<file path="src/rtl/vctr_strm_sched.sv">
// vctr_strm_sched: round-robin scheduler sharing one vctr_fifo_strm engine between NUM_REQ
// requesters. It picks a winner among pending requests, latches that requester's length
// into eng_vector_length, performs the engine start handshake, and holds a one-hot grant
// until the engine has finished and drained. Zero-length requests are rejected with a
// req_err pulse. All outputs are registered.
//
// Optional feature macro: HM_SCHED_TIMEOUT_EN
//   When defined, a job that has not completed within TIMEOUT_CYCLES cycles of entering START
//   is abandoned: the grant drops, req_err pulses for the granted requester, and the
//   scheduler waits for eng_idle before arbitrating again.
//
// Ports:
//   clk               clock, rising edge
//   rst               synchronous active-high reset
//   req               level request per requester
//   req_length        packed lengths, requester i at [i*LENGTH_BITS +: LENGTH_BITS]
//   gnt               one-hot grant, held for the whole job
//   gnt_id            index of the granted requester, valid while |gnt
//   req_done          one-cycle completion pulse per requester
//   req_err           one-cycle error pulse (zero length, or timeout)
//   eng_start         engine start request, held until eng_ready
//   eng_vector_length length latched at grant
//   eng_ready         engine accepted start
//   eng_done          engine computation finished
//   eng_idle          engine idle
//   busy              scheduler not in IDLE

`ifndef HM_LENGTH_BITS
`define HM_LENGTH_BITS 16
`endif

module vctr_strm_sched #(
    parameter int unsigned NUM_REQ        = 4,
    parameter int unsigned LENGTH_BITS    = `HM_LENGTH_BITS,
    parameter int unsigned TIMEOUT_CYCLES = 1024
) (
    input  logic                            clk,
    input  logic                            rst,
    input  logic [NUM_REQ-1:0]              req,
    input  logic [NUM_REQ*LENGTH_BITS-1:0]  req_length,
    output logic [NUM_REQ-1:0]              gnt,
    output logic [$clog2(NUM_REQ)-1:0]      gnt_id,
    output logic [NUM_REQ-1:0]              req_done,
    output logic [NUM_REQ-1:0]              req_err,
    output logic                            eng_start,
    output logic [LENGTH_BITS-1:0]          eng_vector_length,
    input  logic                            eng_ready,
    input  logic                            eng_done,
    input  logic                            eng_idle,
    output logic                            busy
);

    localparam int unsigned ID_W  = $clog2(NUM_REQ);
    localparam int unsigned CNT_W = (TIMEOUT_CYCLES > 2) ? $clog2(TIMEOUT_CYCLES) : 1;

    if (NUM_REQ < 2 || NUM_REQ > 8 || TIMEOUT_CYCLES < 2 || LENGTH_BITS < 1) begin : gen_bad_params
        $error("vctr_strm_sched: parameter out of range");
    end

    typedef enum logic [2:0] {
        StIdle,
        StStart,
        StRun,
        StDrain
`ifdef HM_SCHED_TIMEOUT_EN
        ,
        StTout
`endif
    } state_e;

    state_e                   state_q, state_d;
    logic [ID_W-1:0]          rr_q, rr_d;
    logic [NUM_REQ-1:0]       gnt_q, gnt_d;
    logic [ID_W-1:0]          gnt_id_q, gnt_id_d;
    logic [NUM_REQ-1:0]       req_done_q, req_done_d;
    logic [NUM_REQ-1:0]       req_err_q, req_err_d;
    logic                     eng_start_q, eng_start_d;
    logic [LENGTH_BITS-1:0]   len_q, len_d;
    logic                     busy_q, busy_d;
`ifdef HM_SCHED_TIMEOUT_EN
    logic [CNT_W-1:0]         cnt_q, cnt_d;
`endif

    // Round-robin pick, scanning from rr_q upward with wrap.
    logic                     win_found;
    logic [ID_W-1:0]          win;
    logic [ID_W-1:0]          scan_idx;
    logic [LENGTH_BITS-1:0]   win_len;

    function automatic logic [ID_W-1:0] next_ptr(input logic [ID_W-1:0] id);
        if (id == ID_W'(NUM_REQ - 1)) begin
            return '0;
        end
        return id + 1'b1;
    endfunction

    always_comb begin
        win_found = 1'b0;
        win       = '0;
        scan_idx  = '0;
        for (int unsigned k = 0; k < NUM_REQ; k++) begin
            scan_idx = ID_W'((32'(rr_q) + k) % NUM_REQ);
            if (!win_found && req[scan_idx]) begin
                win_found = 1'b1;
                win       = scan_idx;
            end
        end
        win_len = req_length[32'(win)*LENGTH_BITS +: LENGTH_BITS];
    end

    always_comb begin
        state_d     = state_q;
        rr_d        = rr_q;
        gnt_d       = gnt_q;
        gnt_id_d    = gnt_id_q;
        req_done_d  = '0;
        req_err_d   = '0;
        eng_start_d = eng_start_q;
        len_d       = len_q;

        unique case (state_q)
            StIdle: begin
                if (win_found && eng_idle) begin
                    if (win_len == '0) begin
                        req_err_d[win] = 1'b1;
                        rr_d           = next_ptr(win);
                    end else begin
                        state_d     = StStart;
                        gnt_d       = NUM_REQ'(1) << win;
                        gnt_id_d    = win;
                        len_d       = win_len;
                        eng_start_d = 1'b1;
                    end
                end
            end
            StStart: begin
                if (eng_ready) begin
                    eng_start_d = 1'b0;
                    state_d     = StRun;
                end
            end
            StRun: begin
                if (eng_done) begin
                    state_d = StDrain;
                end
            end
            StDrain: begin
                // Engine output may still be draining while eng_done is high.
                if (!eng_done && eng_idle) begin
                    state_d              = StIdle;
                    gnt_d                = '0;
                    gnt_id_d             = '0;
                    req_done_d[gnt_id_q] = 1'b1;
                    rr_d                 = next_ptr(gnt_id_q);
                end
            end
`ifdef HM_SCHED_TIMEOUT_EN
            StTout: begin
                if (eng_idle) begin
                    state_d = StIdle;
                end
            end
`endif
            default: begin
                state_d = StIdle;
            end
        endcase

`ifdef HM_SCHED_TIMEOUT_EN
        // Counter is zero on entry to START since it is held clear everywhere else.
        cnt_d = '0;
        if (state_q == StStart || state_q == StRun || state_q == StDrain) begin
            cnt_d = cnt_q + 1'b1;
            // A normal DRAIN exit in the same cycle wins over the watchdog.
            if (cnt_q == CNT_W'(TIMEOUT_CYCLES - 1) && state_d != StIdle) begin
                state_d             = StTout;
                gnt_d               = '0;
                gnt_id_d            = '0;
                eng_start_d         = 1'b0;
                req_err_d           = '0;
                req_err_d[gnt_id_q] = 1'b1;
                rr_d                = next_ptr(gnt_id_q);
            end
        end
`endif

        busy_d = (state_d != StIdle);
    end

    always_ff @(posedge clk) begin
        if (rst) begin
            state_q     <= StIdle;
            rr_q        <= '0;
            gnt_q       <= '0;
            gnt_id_q    <= '0;
            req_done_q  <= '0;
            req_err_q   <= '0;
            eng_start_q <= 1'b0;
            len_q       <= '0;
            busy_q      <= 1'b0;
`ifdef HM_SCHED_TIMEOUT_EN
            cnt_q       <= '0;
`endif
        end else begin
            state_q     <= state_d;
            rr_q        <= rr_d;
            gnt_q       <= gnt_d;
            gnt_id_q    <= gnt_id_d;
            req_done_q  <= req_done_d;
            req_err_q   <= req_err_d;
            eng_start_q <= eng_start_d;
            len_q       <= len_d;
            busy_q      <= busy_d;
`ifdef HM_SCHED_TIMEOUT_EN
            cnt_q       <= cnt_d;
`endif
        end
    end

    assign gnt               = gnt_q;
    assign gnt_id            = gnt_id_q;
    assign req_done          = req_done_q;
    assign req_err           = req_err_q;
    assign eng_start         = eng_start_q;
    assign eng_vector_length = len_q;
    assign busy              = busy_q;

endmodule

</file>
<file path="config.mk">
export PLATFORM = sky130hd
export DESIGN_NAME = vctr_strm_sched
export DESIGN_NICKNAME = d
export VERILOG_FILES = /design/src/rtl/vctr_strm_sched.sv
export SDC_FILE = /design/constraint.sdc
export NUM_CORES = 1
export LEC_CHECK = 0
export BUFFER_PORTS_ARGS = -buffer_cell sky130_fd_sc_hd__buf_4
export CAP_MARGIN = 20
export CORE_ASPECT_RATIO = 0.9
export CORE_MARGIN = 2
export CORE_UTILIZATION = 35
export DETAILED_ROUTE_END_ITERATION = 8
export GPL_TIMING_DRIVEN = 0
export MAX_ROUTING_LAYER = met4
export PLACE_DENSITY_LB_ADDON = 0.25
export REMOVE_ABC_BUFFERS = 1
export SLEW_MARGIN = 10
export SYNTH_ARGS = -nofsm -noshare
export SYNTH_HDL_FRONTEND = slang
export SYNTH_SLANG_ARGS = --single-unit
</file>
<file path="constraint.sdc">
create_clock -name clk -period 8.45 [get_ports clk]
set_input_delay 0.4225 -clock clk [delete_from_list [all_inputs] [get_ports clk]]
set_output_delay 0.4225 -clock clk [all_outputs]
set_load 0.01 [all_outputs]
</file>
==> report_table.html <==
<table>
<tr><th>Metric</th><th>Value</th></tr>
<tr><th colspan="2">Outcome</th></tr>
<tr><td>Status</td><td>complete, no violations</td></tr>
<tr><th colspan="2">STA</th></tr>
<tr><td>Final worst clock skew</td><td>roughly 0.004 ns</td></tr>
<tr><td>Setup repair after global routing missed its margin</td><td>no</td></tr>
<tr><td>Final Setup Violations</td><td>0</td></tr>
<tr><td>Max Clk Rate</td><td>244 MHz</td></tr>
<tr><td>Tmin final</td><td>4.09 ns</td></tr>
<tr><td>Final count of pins violating max slew</td><td>0</td></tr>
<tr><td>Hold Fails Final Rpt</td><td>0</td></tr>
<tr><td>Summed negative setup slack over all endpoints</td><td>0 ns</td></tr>
<tr><td>Slew at the pin with the worst max-slew slack</td><td>0.981 ns</td></tr>
<tr><td>Period Utilization, post-route</td><td>0.484</td></tr>
<tr><td>Max-slew headroom</td><td>0.346</td></tr>
<tr><th colspan="2">Clock tree</th></tr>
<tr><td>Root buffer selected by CTS</td><td>clkbuf_8</td></tr>
<tr><td># clock sinks</td><td>37</td></tr>
<tr><td>Hold buffers post-CTS</td><td>0</td></tr>
<tr><td>Largest buffer count on any clock path</td><td>2</td></tr>
<tr><td>CTS tree</td><td>done</td></tr>
<tr><td>Post-CTS setup repair buffer count</td><td>0</td></tr>
<tr><td>Total clock buffers created by CTS</td><td>5</td></tr>
<tr><td>Clock latency reported for the late side of the worst-skew pair</td><td>0.29 ns</td></tr>
<tr><td>Clock transition at path regs</td><td>0.08 ns</td></tr>
<tr><td>CTS resizes</td><td>0</td></tr>
<tr><td>H-tree levels</td><td>2</td></tr>
<tr><th colspan="2">Global route</th></tr>
<tr><td>Wire length of the first global-routing pass</td><td>roughly 11 mm</td></tr>
<tr><td>Remaining Overflow, GRT</td><td>0</td></tr>
<tr><td>Maximum number of pins on one net before global-route repair</td><td>around 40</td></tr>
<tr><td>Number of antenna violations at the first check in global routing</td><td>0</td></tr>
<tr><td>Via count of the first global-routing pass</td><td>~2300</td></tr>
<tr><td>Tot GR Track Use</td><td>0.184</td></tr>
<tr><th colspan="2">Yosys</th></tr>
<tr><td>Sequential fraction of the synthesis area</td><td>0.310</td></tr>
<tr><td>Number of distinct standard cells referenced by the synthesized netlist</td><td>44</td></tr>
<tr><td>Total of warnings raised by yosys</td><td>0</td></tr>
<tr><td>Ys flop type</td><td>dfxtp_1</td></tr>
<tr><td>Count of flip-flops with a built-in enable after synthesis</td><td>0</td></tr>
<tr><td>Synthesized area</td><td>2390 um^2</td></tr>
<tr><td>Async set or reset register ratio after synthesis</td><td>0</td></tr>
<tr><td>Top post-synthesis cells by area</td><td>dfxtp_1, a211oi_1, and3_1, nor2b_1, mux2_4</td></tr>
<tr><td>Avg Cell Area, Syn</td><td>8.94 um^2</td></tr>
<tr><td>Area share of the largest cell type after synthesis</td><td>0.310</td></tr>
<tr><td>Cell type with the highest aggregate area in the netlist</td><td>dfxtp_1</td></tr>
<tr><td>Cells after Synth</td><td>267</td></tr>
<tr><td>Count of state elements after synthesis</td><td>37</td></tr>
<tr><th colspan="2">Placement</th></tr>
<tr><td>Post-placement cell area</td><td>3170 um^2</td></tr>
<tr><td>Count of buffers from port buffering</td><td>104</td></tr>
<tr><td>Last weighted congestion value of the routability-driven placer</td><td>about 0.85</td></tr>
<tr><td>HPWL after DPL</td><td>4.81 mm</td></tr>
<tr><th colspan="2">Layout</th></tr>
<tr><td>Fill cell instance count of the final layout</td><td>652</td></tr>
<tr><td>Antenna fix cells</td><td>0</td></tr>
<tr><td>Layout Area Growth over Synthesis</td><td>38.5%</td></tr>
<tr><td>Layout cell share with drive strength beyond 1</td><td>0.391</td></tr>
<tr><td>Highest-count cells in the layout ignoring fill and taps</td><td>buf_4, dfxtp_1, and3_1, a211oi_1, nor2b_1</td></tr>
<tr><td>Most common cell after layout, fill and taps aside</td><td>buf_4</td></tr>
<tr><td>Summed area of non-filler cells in the final layout</td><td>3300 um^2</td></tr>
<tr><td>Total Nets Final</td><td>around 440</td></tr>
<tr><th colspan="2">Route</th></tr>
<tr><td>DR vias/cell</td><td>between 5 and 6</td></tr>
<tr><td>Initial DRT Pass Iterations</td><td>4</td></tr>
<tr><td>Total Routed Length</td><td>6.61 mm</td></tr>
<tr><td>ANT nets after route</td><td>0</td></tr>
<tr><td>Vias</td><td>2311</td></tr>
<tr><td>Drt drc</td><td>0</td></tr>
<tr><td>Number of DRC markers in iteration 0</td><td>68</td></tr>
<tr><td>Routed wire length per instance</td><td>14.6 um</td></tr>
<tr><th colspan="2">Critical path</th></tr>
<tr><td>Kind of end point of the critical path</td><td>register</td></tr>
<tr><td>Kind of launch point of the worst setup path</td><td>register</td></tr>
<tr><td>Arr. time, crit path</td><td>4.27 ns</td></tr>
<tr><td>Data required time of the critical path</td><td>~8.6 ns</td></tr>
<tr><td>Highest net fanout along the worst path</td><td>20</td></tr>
<tr><td>Start-to-end type of the worst setup path</td><td>register to register</td></tr>
<tr><th colspan="2">Min path</th></tr>
<tr><td>Tightest Hold Check Type</td><td>register to register</td></tr>
<tr><th colspan="2">Power and ir drop</th></tr>
<tr><td>Power density of the placed cells</td><td>roughly 140 nW/um^2</td></tr>
<tr><td>Worst supply voltage drop on vdd</td><td>approximately 0.000075 V</td></tr>
<tr><td>Static Leak</td><td>around 0.0015 uW</td></tr>
<tr><th colspan="2">Die</th></tr>
<tr><td>Ports</td><td>105</td></tr>
<tr><td>Die span in x</td><td>about 91 um</td></tr>
<tr><td>Die area</td><td>7490 um^2</td></tr>
<tr><td>Row Count</td><td>28</td></tr>
<tr><td>Core outline area</td><td>6590 um^2</td></tr>
<tr><td>Die boundary height</td><td>82.3 um</td></tr>
<tr><td>Initial core utilization</td><td>0.362</td></tr>
<tr><th colspan="2">Run</th></tr>
<tr><td>Reported max-cap violation count</td><td>0</td></tr>
</table>
[sequential cells by signal (all words and copies together) (netlist names)]
name	cells
busy	1
state_q	3
gnt	4
rr_q	2
eng_start	1
req_err	4
gnt_id	2
eng_vector_length	16
req_done	4
[cells by family after synthesis]
| group | Yosys count | share of synthesized area |
|---|---|---|
| flops | 37 | 0.310 |
| mux | 24 | 0.122 |
| simple gates | 117 | 0.288 |
| compound gates | 58 | 0.182 |
| fa+ha+maj | 8 | 0.0420 |
| buf+inv | 22 | 0.0540 |
| other cells | 1 | 0.00157 |
[final timing paths]
path,startpoint,endpoint,slack (ns),cells past startpoint
hold / removal,gnt[2]$_SDFFE_PP0P_,gnt[2]$_SDFFE_PP0P_,0.47,2
setup reg to reg,rr_q[1]$_SDFFE_PP0P_,eng_vector_length[12]$_SDFFE_PP0P_,4.36,9
hold reg to reg,gnt[2]$_SDFFE_PP0P_,gnt[2]$_SDFFE_PP0P_,0.47,2
setup / recovery,rr_q[1]$_SDFFE_PP0P_,eng_vector_length[12]$_SDFFE_PP0P_,4.36,9
[area by class of cell]
type	instances	area (um^2)	area share
tap	90	113	0.0341
multi-input combinational	208	1520	0.459
clock inverter	2	37.5	0.0114
inverter	5	18.8	0.00568
timing repair buffer	105	796	0.241
sequential	37	741	0.224
clock buffer	6	82.6	0.0250
[metrics by stage]
step / hold WS [ns] / std cells / util / power, uW / setup WS (ns)
3_3_place_gp: 0.450 / 444 / 0.481 / 294 / 4.12
3_5_place_dp: 0.459 / 444 / 0.481 / 296 / 4.09
2_1_floorplan: 0.482 / 250 / - / 243 / 5.04
6_report: 0.469 / 453 / 0.502 / 454 / 4.36
4_1_cts: 0.470 / 452 / 0.499 / 459 / 4.30
5_1_grt: 0.485 / 453 / 0.502 / 480 / 4.07
[report_power, final]
part           switching, uW  internal [uW]  leakage, uW
clock network           66.5           96.0    0.0000574
logic                   49.6           56.7      0.00117
registers               4.02            181     0.000301
total                    120            334      0.00153
[Yosys cell counts (all sizes together) (4+ instances only)]
cell     n
dfxtp   37
a211oi  32
and3    32
nor2b   20
nor3    18
mux2    16
nand2   15
clkbuf  11
o22ai   11
and2    10
ha       8
mux2i    8
buf      6
nor2     6
inv      5
a21oi    4
nand2b   4
nor4     4
[layer usage]
| layer | part of all wire | track usage |
|---|---|---|
| met1 | 0.44 | 0.211 |
| met2 | 0.49 | 0.328 |
| met3 | 0.054 | 0.0381 |
| met4 | 0.014 | 0.0576 |
| met5 | 0 | - |
[worst max-delay path, cell delays in order, from the launching register on]
cell and delay (ns):
dfxtp_1 0.41, mux2i_1 0.20, nor2_1 0.08, nor3_4 0.77, inv_2 0.39, a211oi_1 0.38, o22ai_1 0.15, or4_1 0.59
o21a_1 0.55, mux2_4 0.44
Note: power is estimated with default switching activity, not from simulation.
